$ cat config.mk
export PLATFORM = sky130hd
export DESIGN_NAME = mii_rx_parser_flat
export DESIGN_NICKNAME = d
export VERILOG_FILES = /design/src/rtl/mii_pkg.sv /design/src/rtl/mii_rx_parser_if.sv /design/src/rtl/mii_lane_decode.sv /design/src/rtl/mii_rx_parser.sv /design/src/flat_wrapper.sv
export SDC_FILE = /design/constraint.sdc
export NUM_CORES = 1
export LEC_CHECK = 0
export ABC_CLOCK_PERIOD_IN_PS = 10580
export BUFFER_PORTS_ARGS = -buffer_cell sky130_fd_sc_hd__buf_2
export CAP_MARGIN = 30
export CORE_ASPECT_RATIO = 1.5
export CORE_MARGIN = 2
export CORE_UTILIZATION = 55
export CTS_BUF_LIST = sky130_fd_sc_hd__clkbuf_4 sky130_fd_sc_hd__clkbuf_8
export DETAILED_ROUTE_END_ITERATION = 6
export GPL_TIMING_DRIVEN = 0
export PLACE_DENSITY = 0.82
export SLEW_MARGIN = 10
export SYNTH_ARGS = -nofsm -noshare
export SYNTH_HDL_FRONTEND = slang
export SYNTH_SLANG_ARGS = --single-unit
export TNS_END_PERCENT = 10
$ cat constraint.sdc
create_clock -name clk -period 10.58 [get_ports clk]
set_input_delay 2.116 -clock clk [delete_from_list [all_inputs] [get_ports clk]]
set_output_delay 2.116 -clock clk [all_outputs]
set_load 0.02 [all_outputs]
$ cat src/rtl/mii_pkg.sv
// Shared MII lane constants, error/state enums and the registered output bundle
// for the receive-side frame parser.
package mii_pkg;

  localparam logic [7:0] MII_IDLE     = 8'h07;
  localparam logic [7:0] MII_START    = 8'hFB;
  localparam logic [7:0] MII_TERM     = 8'hFD;
  localparam logic [7:0] MII_PREAMBLE = 8'h55;
  localparam logic [7:0] MII_SFD      = 8'hD5;

  // Numeric order is also the priority order: the lowest code wins.
  typedef enum logic [2:0] {
    ERR_NONE      = 3'd0,
    ERR_BAD_PRE   = 3'd1,
    ERR_TAIL      = 3'd2,
    ERR_RUNT      = 3'd3,
    ERR_BAD_CTRL  = 3'd4,
    ERR_TOO_LONG  = 3'd5,
    ERR_TOO_SHORT = 3'd6
  } err_code_e;

  typedef enum logic [2:0] {
    ST_IDLE,
    ST_HDR0,
    ST_HDR1,
    ST_PAYLOAD,
    ST_DROP
  } state_e;

  // Everything the parser presents, held in one register bank.
  typedef struct packed {
    logic [47:0] dst_addr;
    logic [47:0] src_addr;
    logic [15:0] eth_type;
    logic        hdr_valid;
    logic [63:0] payload_data;
    logic [7:0]  payload_keep;
    logic        payload_valid;
    logic        payload_last;
    logic [15:0] payload_len;
    logic        frame_done;
    logic        frame_err;
    err_code_e   err_code;
    logic [15:0] good_count;
    logic [15:0] err_count;
  } rx_out_t;

  function automatic logic [3:0] popcount8(input logic [7:0] v);
    logic [3:0] cnt;
    cnt = '0;
    for (int i = 0; i < 8; i++) cnt = cnt + 4'(v[i]);
    return cnt;
  endfunction

  // Byte carried by lane n of a 64-bit word (lane 0 is first on the wire).
  function automatic logic [7:0] lane(input logic [63:0] w, input int n);
    return w[8*n +: 8];
  endfunction

endpackage

$ cat src/rtl/mii_rx_parser_if.sv
// Bus bundle between the MII lane source (master) and the frame parser (slave).
interface mii_rx_parser_if;
  logic [63:0] i_rx_data;
  logic [7:0]  i_rx_ctrl;
  logic [47:0] o_dst_addr;
  logic [47:0] o_src_addr;
  logic [15:0] o_type;
  logic        o_hdr_valid;
  logic [63:0] o_payload_data;
  logic [7:0]  o_payload_keep;
  logic        o_payload_valid;
  logic        o_payload_last;
  logic [15:0] o_payload_len;
  logic        o_frame_done;
  logic        o_frame_err;
  logic [2:0]  o_err_code;
  logic [15:0] o_good_count;
  logic [15:0] o_err_count;

  modport master (
    output i_rx_data, i_rx_ctrl,
    input  o_dst_addr, o_src_addr, o_type, o_hdr_valid, o_payload_data,
           o_payload_keep, o_payload_valid, o_payload_last, o_payload_len,
           o_frame_done, o_frame_err, o_err_code, o_good_count, o_err_count
  );

  modport slave (
    input  i_rx_data, i_rx_ctrl,
    output o_dst_addr, o_src_addr, o_type, o_hdr_valid, o_payload_data,
           o_payload_keep, o_payload_valid, o_payload_last, o_payload_len,
           o_frame_done, o_frame_err, o_err_code, o_good_count, o_err_count
  );
endinterface

$ cat src/rtl/mii_lane_decode.sv
// Combinational classification of one 64-bit MII word: control-character type
// per lane, first control lane, and the payload keep mask starting at start_lane.
module mii_lane_decode
  import mii_pkg::*;
#(
  parameter logic [7:0] IDLE_CODE = MII_IDLE,
  parameter logic [7:0] TERM_CODE = MII_TERM
) (
  input  logic [63:0] data,
  input  logic [7:0]  ctrl,
  input  logic [3:0]  start_lane,
  output logic [7:0]  is_term,
  output logic [7:0]  is_idle,
  output logic [7:0]  is_other,
  output logic [3:0]  first_ctrl,
  output logic [7:0]  keep,
  output logic [3:0]  keep_cnt
);

  // Classify lanes, find the lowest control lane (8 = none), mask payload lanes.
  always_comb begin
    // NOTE: every output gets a default first so no path leaves it unassigned (no latch).
    is_term    = '0;
    is_idle    = '0;
    is_other   = '0;
    first_ctrl = 4'd8;
    keep       = '0;
    for (int i = 0; i < 8; i++) begin
      is_term[i]  = ctrl[i] && (lane(data, i) == TERM_CODE);
      is_idle[i]  = ctrl[i] && (lane(data, i) == IDLE_CODE);
      is_other[i] = ctrl[i] && !is_term[i] && !is_idle[i];
    end
    for (int i = 7; i >= 0; i--) begin
      if (ctrl[i]) first_ctrl = 4'(i);
    end
    for (int i = 0; i < 8; i++) begin
      keep[i] = (4'(i) >= start_lane) && (4'(i) < first_ctrl);
    end
  end

  assign keep_cnt = popcount8(keep);

endmodule

$ cat src/rtl/mii_rx_parser.sv
// MII receive frame parser: validates preamble/SFD, extracts the Ethernet
// header, streams payload lanes and reports per-frame status and counters.
module mii_rx_parser
  import mii_pkg::*;
#(
  parameter int         DATA_WIDTH       = 64,
  parameter int         CTRL_WIDTH       = 8,
  parameter logic [7:0] IDLE_CODE        = MII_IDLE,
  parameter logic [7:0] START_CODE       = MII_START,
  parameter logic [7:0] TERM_CODE        = MII_TERM,
  parameter int         PAYLOAD_MAX_SIZE = 64,
  parameter int         PAYLOAD_MIN_SIZE = 1
) (
  input logic             clk,
  input logic             i_rst,
  mii_rx_parser_if.slave  bus
);

  if (DATA_WIDTH != 64 || CTRL_WIDTH != 8) begin : g_width_check
    $error("mii_rx_parser supports only a 64-bit data / 8-bit control lane bus");
  end

  localparam logic [15:0] MAX_LEN = 16'(PAYLOAD_MAX_SIZE);
  localparam logic [15:0] MIN_LEN = 16'(PAYLOAD_MIN_SIZE);

  state_e      state_q, state_d;
  err_code_e   drop_code_q, drop_code_d;
  err_code_e   frame_code;
  logic [47:0] dst_stage_q, dst_stage_d;
  logic [15:0] src_hi_stage_q, src_hi_stage_d;
  rx_out_t     out_q, out_d;

  logic [63:0] d;
  logic [7:0]  is_term, is_idle, is_other, keep;
  logic [3:0]  first_ctrl, keep_cnt, start_lane;
  logic [2:0]  first_idx;
  logic        has_ctrl, has_term, all_idle, first_is_term, bad_ctrl, tail_bad;
  logic        is_start0, pre_ok;
  logic [15:0] len_next;

  assign d = bus.i_rx_data;

  // Header words carry no payload except lanes 6-7 of the second one.
  assign start_lane = (state_q == ST_HDR1)    ? 4'd6 :
                      (state_q == ST_PAYLOAD) ? 4'd0 : 4'd8;

  mii_lane_decode #(.IDLE_CODE(IDLE_CODE), .TERM_CODE(TERM_CODE)) u_decode (
    .data       (d),
    .ctrl       (bus.i_rx_ctrl),
    .start_lane (start_lane),
    .is_term    (is_term),
    .is_idle    (is_idle),
    .is_other   (is_other),
    .first_ctrl (first_ctrl),
    .keep       (keep),
    .keep_cnt   (keep_cnt)
  );

  assign first_idx     = first_ctrl[2:0];
  assign has_ctrl      = !first_ctrl[3];
  assign has_term      = |is_term;
  assign all_idle      = &is_idle;
  assign first_is_term = has_ctrl && is_term[first_idx];
  assign bad_ctrl      = has_ctrl && (is_other[first_idx] || is_idle[first_idx]);
  assign is_start0     = bus.i_rx_ctrl[0] && (d[7:0] == START_CODE);
  assign pre_ok        = (bus.i_rx_ctrl[7:1] == 7'd0) &&
                         (d[55:8] == {6{MII_PREAMBLE}}) && (d[63:56] == MII_SFD);
  assign len_next      = out_q.payload_len + {12'd0, keep_cnt};

  // Any lane after the first control lane that is not an idle character.
  always_comb begin
    tail_bad = 1'b0;
    for (int i = 0; i < 8; i++) begin
      if ((4'(i) > first_ctrl) && !is_idle[i]) tail_bad = 1'b1;
    end
  end

  // Lowest-numbered error among those hitting the current in-frame word.
  always_comb begin
    frame_code = ERR_NONE;
    if (first_is_term && tail_bad)                 frame_code = ERR_TAIL;
    else if (has_term && state_q != ST_PAYLOAD)    frame_code = ERR_RUNT;
    else if (bad_ctrl)                             frame_code = ERR_BAD_CTRL;
    else if (len_next > MAX_LEN)                   frame_code = ERR_TOO_LONG;
    else if (has_term && len_next < MIN_LEN)       frame_code = ERR_TOO_SHORT;
  end

  // Next-state and next-output logic for the frame FSM.
  always_comb begin
    state_d        = state_q;
    drop_code_d    = drop_code_q;
    dst_stage_d    = dst_stage_q;
    src_hi_stage_d = src_hi_stage_q;
    out_d               = out_q;
    out_d.hdr_valid     = 1'b0;
    out_d.payload_data  = d;
    out_d.payload_keep  = '0;
    out_d.payload_last  = 1'b0;
    out_d.frame_done    = 1'b0;
    out_d.frame_err     = 1'b0;
    out_d.err_code      = ERR_NONE;

    unique case (state_q)
      ST_IDLE: begin
        if (is_start0) begin
          out_d.payload_len = '0;
          if (pre_ok) begin
            state_d = ST_HDR0;
          end else begin
            state_d     = ST_DROP;
            drop_code_d = ERR_BAD_PRE;
          end
        end
      end

      ST_HDR0, ST_HDR1, ST_PAYLOAD: begin
        out_d.payload_keep = keep;
        out_d.payload_len  = len_next;
        if (state_q == ST_HDR0 && !has_ctrl) begin
          dst_stage_d    = {lane(d, 0), lane(d, 1), lane(d, 2), lane(d, 3), lane(d, 4), lane(d, 5)};
          src_hi_stage_d = {lane(d, 6), lane(d, 7)};
        end
        if (state_q == ST_HDR1 && first_ctrl >= 4'd6) begin
          out_d.dst_addr  = dst_stage_q;
          out_d.src_addr  = {src_hi_stage_q, lane(d, 0), lane(d, 1), lane(d, 2), lane(d, 3)};
          out_d.eth_type  = {lane(d, 4), lane(d, 5)};
          out_d.hdr_valid = 1'b1;
        end
        if (has_term) begin
          out_d.payload_last = 1'b1;
          out_d.frame_done   = 1'b1;
          out_d.frame_err    = (frame_code != ERR_NONE);
          out_d.err_code     = frame_code;
          state_d            = ST_IDLE;
        end else if (frame_code != ERR_NONE) begin
          state_d     = ST_DROP;
          drop_code_d = frame_code;
        end else if (state_q == ST_HDR0) begin
          state_d = ST_HDR1;
        end else if (state_q == ST_HDR1) begin
          state_d = ST_PAYLOAD;
        end
      end

      ST_DROP: begin
        if (has_term || all_idle || is_start0) begin
          out_d.frame_done = 1'b1;
          out_d.frame_err  = 1'b1;
          out_d.err_code   = drop_code_q;
          state_d          = ST_IDLE;
        end
      end

      default: state_d = ST_IDLE;
    endcase

    out_d.payload_valid = |out_d.payload_keep;

    if (out_d.frame_done) begin
      if (out_d.frame_err) begin
        if (out_q.err_count != 16'hFFFF) out_d.err_count = out_q.err_count + 16'd1;
      end else begin
        if (out_q.good_count != 16'hFFFF) out_d.good_count = out_q.good_count + 16'd1;
      end
    end
  end

  // FSM state and header staging registers.
  always_ff @(posedge clk) begin
    // NOTE: sequential state uses non-blocking assignments so all registers update together.
    if (i_rst) begin
      state_q        <= ST_IDLE;
      drop_code_q    <= ERR_NONE;
      dst_stage_q    <= '0;
      src_hi_stage_q <= '0;
    end else begin
      state_q        <= state_d;
      drop_code_q    <= drop_code_d;
      dst_stage_q    <= dst_stage_d;
      src_hi_stage_q <= src_hi_stage_d;
    end
  end

  // Registered output bank; reset clears every output.
  always_ff @(posedge clk) begin
    if (i_rst) out_q <= '0;
    else       out_q <= out_d;
  end

  assign bus.o_dst_addr      = out_q.dst_addr;
  assign bus.o_src_addr      = out_q.src_addr;
  assign bus.o_type          = out_q.eth_type;
  assign bus.o_hdr_valid     = out_q.hdr_valid;
  assign bus.o_payload_data  = out_q.payload_data;
  assign bus.o_payload_keep  = out_q.payload_keep;
  assign bus.o_payload_valid = out_q.payload_valid;
  assign bus.o_payload_last  = out_q.payload_last;
  assign bus.o_payload_len   = out_q.payload_len;
  assign bus.o_frame_done    = out_q.frame_done;
  assign bus.o_frame_err     = out_q.frame_err;
  assign bus.o_err_code      = out_q.err_code;
  assign bus.o_good_count    = out_q.good_count;
  assign bus.o_err_count     = out_q.err_count;

endmodule

$ cat src/flat_wrapper.sv
// flat-port wrapper written by rule: the top's interface ports become plain ports
module mii_rx_parser_flat import mii_pkg::*;
#(
  parameter int         DATA_WIDTH       = 64,
  parameter int         CTRL_WIDTH       = 8,
  parameter logic [7:0] IDLE_CODE        = MII_IDLE,
  parameter logic [7:0] START_CODE       = MII_START,
  parameter logic [7:0] TERM_CODE        = MII_TERM,
  parameter int         PAYLOAD_MAX_SIZE = 64,
  parameter int         PAYLOAD_MIN_SIZE = 1
)
  (clk, i_rst, bus_i_rx_data, bus_i_rx_ctrl, bus_o_dst_addr, bus_o_src_addr, bus_o_type, bus_o_hdr_valid, bus_o_payload_data, bus_o_payload_keep, bus_o_payload_valid, bus_o_payload_last, bus_o_payload_len, bus_o_frame_done, bus_o_frame_err, bus_o_err_code, bus_o_good_count, bus_o_err_count);
  mii_rx_parser_if bus_i ();
  input logic clk;
  input logic i_rst;
  input wire logic [$bits(bus_i.i_rx_data)-1:0] bus_i_rx_data;
  input wire logic [$bits(bus_i.i_rx_ctrl)-1:0] bus_i_rx_ctrl;
  output wire logic [$bits(bus_i.o_dst_addr)-1:0] bus_o_dst_addr;
  output wire logic [$bits(bus_i.o_src_addr)-1:0] bus_o_src_addr;
  output wire logic [$bits(bus_i.o_type)-1:0] bus_o_type;
  output wire logic [$bits(bus_i.o_hdr_valid)-1:0] bus_o_hdr_valid;
  output wire logic [$bits(bus_i.o_payload_data)-1:0] bus_o_payload_data;
  output wire logic [$bits(bus_i.o_payload_keep)-1:0] bus_o_payload_keep;
  output wire logic [$bits(bus_i.o_payload_valid)-1:0] bus_o_payload_valid;
  output wire logic [$bits(bus_i.o_payload_last)-1:0] bus_o_payload_last;
  output wire logic [$bits(bus_i.o_payload_len)-1:0] bus_o_payload_len;
  output wire logic [$bits(bus_i.o_frame_done)-1:0] bus_o_frame_done;
  output wire logic [$bits(bus_i.o_frame_err)-1:0] bus_o_frame_err;
  output wire logic [$bits(bus_i.o_err_code)-1:0] bus_o_err_code;
  output wire logic [$bits(bus_i.o_good_count)-1:0] bus_o_good_count;
  output wire logic [$bits(bus_i.o_err_count)-1:0] bus_o_err_count;
  assign bus_i.i_rx_data = bus_i_rx_data;
  assign bus_i.i_rx_ctrl = bus_i_rx_ctrl;
  assign bus_o_dst_addr = bus_i.o_dst_addr;
  assign bus_o_src_addr = bus_i.o_src_addr;
  assign bus_o_type = bus_i.o_type;
  assign bus_o_hdr_valid = bus_i.o_hdr_valid;
  assign bus_o_payload_data = bus_i.o_payload_data;
  assign bus_o_payload_keep = bus_i.o_payload_keep;
  assign bus_o_payload_valid = bus_i.o_payload_valid;
  assign bus_o_payload_last = bus_i.o_payload_last;
  assign bus_o_payload_len = bus_i.o_payload_len;
  assign bus_o_frame_done = bus_i.o_frame_done;
  assign bus_o_frame_err = bus_i.o_frame_err;
  assign bus_o_err_code = bus_i.o_err_code;
  assign bus_o_good_count = bus_i.o_good_count;
  assign bus_o_err_count = bus_i.o_err_count;
  mii_rx_parser #(.DATA_WIDTH(DATA_WIDTH), .CTRL_WIDTH(CTRL_WIDTH), .IDLE_CODE(IDLE_CODE), .START_CODE(START_CODE), .TERM_CODE(TERM_CODE), .PAYLOAD_MAX_SIZE(PAYLOAD_MAX_SIZE), .PAYLOAD_MIN_SIZE(PAYLOAD_MIN_SIZE)) u_core (.clk(clk), .i_rst(i_rst), .bus(bus_i));
endmodule
Word level (Yosys, flattened, before mapping)
Cells that the tools add are included.

cells by class
  muxes and demuxes = 50
  add/subtract/negate cells = 10
  equal/unequal tests = 32
  reduce and logical (&&, ||, !) cells = 94
  bitwise gates (word level) = 2
  magnitude comparators = 28

operator list
  kind                     number
  $eq A8 B8 Y1 const B     10
  $eq A8 B3 Y1 const B     8
  $logic_and A1 B1 Y1      58
  $eq A48 B47 Y1 const B   1
  $mux W3                  16
  $mux W4                  10
  $add A16 B1 Y16 const B  2
  $ne A16 B16 Y1 const B   2
  $pmux W16 S2             1
  $logic_not A1 Y1         17
  $add A16 B4 Y16          1
  $add A4 B1 Y4            4
  $ge A3 B4 Y1 const A     4
  $gt A16 B7 Y1 const B    1
  $gt A3 B4 Y1 const A     4
  $lt A16 B1 Y1 const B    1
  $lt A3 B4 Y1 const A     4
  $mux W16                 1
  $reduce_or A8 Y1         2
  $mux W1                  13
  $mux W5                  2
  $pmux W5 S2              1
  $bmux W1 S3              3
  $pmux W3 S3              1
  32 further kinds         49

storage, ports and cells
  bits of input ports = 74
  output and inout port bits = 240
  register bits after elaboration = 310

Depth between registers and ports, before layout
  depth in word-level cells = 30
  mapped depth = 24
  mapped depth without buffers = 21

Modules after synthesis
Synthesis repeated with hierarchy kept, for this count alone.

unflattened totals
  cells, all modules = 1529
  area, all modules = 12563.3 µm²

modules (own cells, without submodules)
  module           cells an instance  times used  area an instance (µm²)
  mii_rx_parser    1408               1           11746.3
  mii_lane_decode  121                1           817.0

Worst setup path after synthesis
OpenSTA, ideal clock, no wires.

  path kind = input -> register
  from = in bus_i_rx_ctrl[0]
  to = reg u_core.out_q (netlist bit u_core.bus.o_good_count[7])
  slack = 2.465 ns
  setup time = 0.123 ns
  data arrival time = 7.992 ns
  cell stages on the path = 23
  path buffers = 2
  data required time = 10.457 ns
  cells stage by stage = buf_2 -> inv_1 -> nand3_1 -> or3_1 -> nor2_1 -> inv_1 -> fa_1 -> fa_1 -> inv_1 -> fa_1 -> inv_1 -> fa_1 -> fa_1 -> nand2b_1 -> a211oi_2 -> and2_1 -> a31oi_1 -> nor4_2 -> o211ai_2 -> nor4b_2 -> buf_2 -> and3_1 -> mux2_1

between the ends
  cells in the longest elaborated chain, start to end = 23
  elaborated cells on any way between the ends = 86

RTL lines
  element                                 RTL line               text
  from (decl)                             flat_wrapper.sv:17     input wire logic [$bits(bus_i.i_rx_ctrl)-1:0] bus_i_rx_ctrl;
  $mux W4                                 mii_lane_decode.sv:34  if (ctrl[i]) first_ctrl = 4'(i);
  $lt A1 B4 Y1                            mii_lane_decode.sv:37  keep[i] = (4'(i) >= start_lane) && (4'(i) < first_ctrl);
  $logic_and A1 B1 Y1                     mii_lane_decode.sv:37
  $add A1 B1 Y2                           mii_pkg.sv:51          for (int i = 0; i < 8; i++) cnt = cnt + 4'(v[i]);
  $add A2 B1 Y3                           mii_pkg.sv:51
  $add A3 B1 Y4                           mii_pkg.sv:51
  $add A4 B1 Y4 (4 in series)             mii_pkg.sv:51
  $add A16 B4 Y16                         mii_rx_parser.sv:68    assign len_next = out_q.payload_len + {12'd0, keep_cnt};
  (+4 left out)                           -
  $mux W3                                 mii_rx_parser.sv:83    else if (bad_ctrl) frame_code = ERR_BAD_CTRL;
  $mux W3                                 mii_rx_parser.sv:82    else if (has_term && state_q != ST_PAYLOAD) frame_code = ERR_RUNT;
  $mux W3                                 mii_rx_parser.sv:81    if (first_is_term && tail_bad) frame_code = ERR_TAIL;
  $reduce_bool A3 Y1                      mii_rx_parser.sv:132   out_d.frame_err = (frame_code != ERR_NONE);
  $mux W5                                 mii_rx_parser.sv:129   if (has_term) begin
  $pmux W5 S2 (*)                         mii_rx_parser.sv:103   unique case (state_q)
  $not A1 Y1 (no source line)             -
  $reduce_and A3 Y1 (no source line) (*)  -
  to (signal assigned)                    mii_rx_parser.sv:187   else out_q <= out_d;
  to (decl)                               mii_rx_parser.sv:31    rx_out_t out_q, out_d;

Every way passes the cells marked *; elsewhere a longest branch is shown, timed or not. The select of a mux whose other input is x is not followed.
A chain may end at the register's enable or synchronous reset.

Worst setup path in the final report
  from = in bus_i_rx_ctrl[0]
  to = reg u_core.out_q (netlist bit u_core.bus.o_good_count[1])

Same word-level chain as after synthesis.

==> flow_metrics.py <==
metrics = {
    "grt": {
        "grt_pass1_vias": 11520,
        "grtUsageTotal_pct": 30.99,
        "antenna_found_initial": 2,
        "grt_max_degree": 12,
        "grt_pass1_wl_um": 58810,
        "gr-total-overflow": 0,
    },
    "outcome": {
        "status": "finished clean",
    },
    "setup_path": {
        "r2r_cells": 24,
        "cpPeakStageDelay_ns": 0.59,
        "cp-end-kind": "register",
        "crit_slowest_cell": "a211oi_2",
        "worst_setup_path_start_kind": "input port",
        "path_cells": "buf_2, inv_1, nand3_1, or3_1, nor2_1, inv_1, fa_1, fa_1, inv_1, fa_1, inv_1, fa_1, fa_1, nand2b_1, a211oi_2, and2_1, a31oi_1, nor4_2, o211ai_2, nor4b_2, buf_2, buf_4, mux2i_1, nor2_1",
        "critPathMaxFanout": 10,
        "cp_common_cell": "fa_1",
        "rr_startpoint": "u_core.state_q[2]$_SDFFE_PP0P_",
        "worstPathRequired_ns": 10.97,
        "worst-r2r-setup-slack_ns": 3.01,
        "cp.arrival_ns": 9.12,
        "crit_type": "in2reg",
        "crit_path_start": "bus_i_rx_ctrl[0]",
        "r2r_end": "u_core.bus.o_good_count[1]$_SDFFE_PP0P_",
    },
    "cts": {
        "cts_resized": 0,
        "postCtsHoldBufs": 0,
        "clkSinkCount": 310,
        "cts_buffers": 44,
        "htree_num_levels": 2,
        "postCtsSetupRepairBufs": 0,
        "root_buffer": "clkbuf_8",
        "clkTransAtPathRegs_ns": 0.06,
        "clkLatencyLatePin_ns": 0.55,
        "cts_buffer_depth": 3,
        "tritoncts": "yes",
    },
    "min_path": {
        "whs_endpoint": "u_core.bus.o_dst_addr[16]$_SDFFE_PP0P_",
        "worstHoldStart": "u_core.bus.o_dst_addr[16]$_SDFFE_PP0P_",
        "hold_depth": 2,
        "min_path_type": "reg2reg",
    },
    "final_layout": {
        "fin_cells": 2175,
        "area_growth_pct": 23.71,
        "nNetsFinal": 1953,
        "drive_above_1_share_pct": 22.40,
    },
    "sta": {
        "relSlewSlack_pct": 37.08,
        "setup_viol": 0,
        "fmax_mhz": 114.6,
        "fin_crit_ns": 8.726,
        "rsz0062_at_grt": "false",
        "fin_setup_tns_ns": 0,
        "hold_violations": 0,
        "period_share_pct": 82.47,
        "worst_pin_slew_ns": 0.9291,
        "finClkSkew_ns": 0.01561,
        "drv_slew": 0,
    },
    "synthesis": {
        "synth_compound_area_share_pct": 15.14,
        "synthMuxAreaShare_pct": 1.045,
        "yosysWarnings": 0,
        "ys_ff_latch": 310,
        "synth_top_flop_cell": "dfxtp_1",
        "synth-edff-count": 0,
        "synth_top_area_cell": "dfxtp_1",
        "synth_top_family_by_area": "simple AND/OR/NAND/NOR gates",
        "ys_types": 73,
        "synth_async_sr_flop_share_pct": 0,
        "synth_fa_ha_area_share_pct": 1.624,
        "synth_top_cell_area_share_pct": 50.33,
        "synth_nets": 1596,
        "mappedNetlistArea_um2": 12330,
        "yosys.cell_count.top_type": "nand2_1",
        "synth-xor-area-share_pct": 0.6393,
        "synth_commonest_cells": "nand2_1, dfxtp_1, a21oi_1",
        "synth_area_leaders": "dfxtp_1, nand2_1, a21oi_1",
        "synthCells": 1509,
        "synth_area_per_cell_um2": 8.171,
        "synth-simple-area-share_pct": 27.28,
        "yosysSeqAreaShare_pct": 50.33,
    },
    "detailed_routing": {
        "dr.pass1.iters": 6,
        "wl_per_cell_um": 17.76,
        "via_count": 12260,
        "drcViolationCount": 0,
        "wl_um": 38620,
        "vias_per_cell": 5.637,
        "drt-initial-drc-count": 846,
        "final_antenna_net_count": 0,
    },
    "floorplan": {
        "die_x_um": 126.3,
        "start_util_pct": 55.51,
        "die_area_um2": 23660,
        "coreArea_um2": 22220,
        "die_y_um": 187.4,
        "row_count": 67,
        "ios": 314,
    },
    "power": {
        "leakagePower_nw": 6.330,
        "p_per_area_nw_per_um2": 155.3,
        "peakVddDrop_v": 0.0001593,
    },
    "placement": {
        "portBuffers": 311,
        "placedCellCount": 2096,
        "globalplace.congestion": 0.9553,
        "hpwl_um": 28830,
    },
    "run": {
        "cap_violations": 0,
    },
}
## cells by family after synthesis
logic type,count (synthesis)
AOI/OAI and AO/OA,324
xor gates and xnor gates,9
adders and majority gates,13
buffers and inverters,122
DFF,310
muxes,12
and+or+nand+nor,719
## stage by stage
stage / hold slack (ns) / total power [mW] / area (µm²) / worst slack, ns / util [%]
after global placement: 0.4376 / 1.330 / 14230 / 1.423 / 64.07
after floorplan: 0.4266 / 1.268 / 12330 / 2.465 / -
after global routing: 0.4642 / 2.432 / 15250 / 1.549 / 68.65
after CTS: 0.4518 / 2.374 / 15250 / 1.882 / 68.65
final: 0.4497 / 2.369 / 15250 / 1.854 / 68.67
after detailed placement: 0.4430 / 1.332 / 14230 / 1.351 / 64.07
## registers in the layout, indices dropped and copies added, names as in the netlist, 3 cells and up
signal and cells:
u_core.src_hi_stage_q 16, u_core.bus.o_src_addr 48, u_core.dst_stage_q 48, u_core.bus.o_payload_keep 8
u_core.bus.o_err_code 3, u_core.bus.o_type 16, u_core.drop_code_q 3, u_core.bus.o_good_count 16
u_core.state_q 3, u_core.bus.o_payload_data 64, u_core.bus.o_err_count 16, u_core.bus.o_payload_len 16
u_core.bus.o_dst_addr 48
## final cells by class
class / count / area (µm²)
buffer: 95 / 385.4
inverter: 27 / 101.3
sequential: 310 / 6206
clock buffer: 65 / 850.8
tap: 276 / 345.3
multi-input combinational: 1077 / 5638
antenna: 2 / 5.005
clock inverter: 12 / 166.4
fill: 1846 / 6960
timing repair buffer: 311 / 1556
## routing by layer
metal  up-vias  share of wire (%)  track usage [%]
met5         -                  0           0.4202
met4         0                5.0            16.15
met3       131                7.2            6.522
met2       511                 51            57.11
met1      5793                 36            32.62
li1       5826                  -                -
## worst max-delay path: cells and delay by family
kind                       cells  cell delay (ns)
muxes                          1             0.21
adders and majority gates      5             2.43
buffers and inverters          7             1.07
AOI/OAI and AO/OA              3             1.02
and+or+nand+nor                8             2.24
## power breakdown
group	leakage [nW]	switching, mW	total, mW	internal, mW
combinational	3.28	0.0895	0.126	0.0361
sequential	2.51	0.00287	1.18	1.18
clock	0.534	0.447	1.06	0.614
total	6.33	0.539	2.37	1.83
## worst max-delay path by stage
stage                                                          to  slack [ns]  cells after the start
after floorplan           u_core.bus.o_good_count[7]$_SDFFE_PP0P_        2.47                     23
after global placement    u_core.bus.o_good_count[9]$_SDFFE_PP0P_        1.42                     23
after detailed placement  u_core.bus.o_good_count[1]$_SDFFE_PP0P_        1.35                     24
after CTS                 u_core.bus.o_good_count[1]$_SDFFE_PP0P_        1.88                     24
after global routing      u_core.bus.o_good_count[1]$_SDFFE_PP0P_        1.55                     24
final                     u_core.bus.o_good_count[1]$_SDFFE_PP0P_        1.85                     24
## placed cells by master (no fill, tap or decap), types with 6 or more instances in the layout
master,n
a21o_1,7
a21oi_1,212
a31oi_1,7
and2_1,6
and3_1,13
and4_1,9
buf_2,316
clkbuf_1,84
clkbuf_4,7
clkbuf_8,58
clkinv_2,6
dfxtp_1,310
ha_1,8
inv_1,26
nand2_1,416
nand2b_1,6
nand3_1,22
nand4_1,17
nor2_1,63
nor2b_1,76
nor3_1,21
nor4_1,16
o2111ai_1,7
o21ai_0,38
o21ai_1,6
o31ai_1,7
or3_1,15
Note: power is estimated with default switching activity, not from simulation.
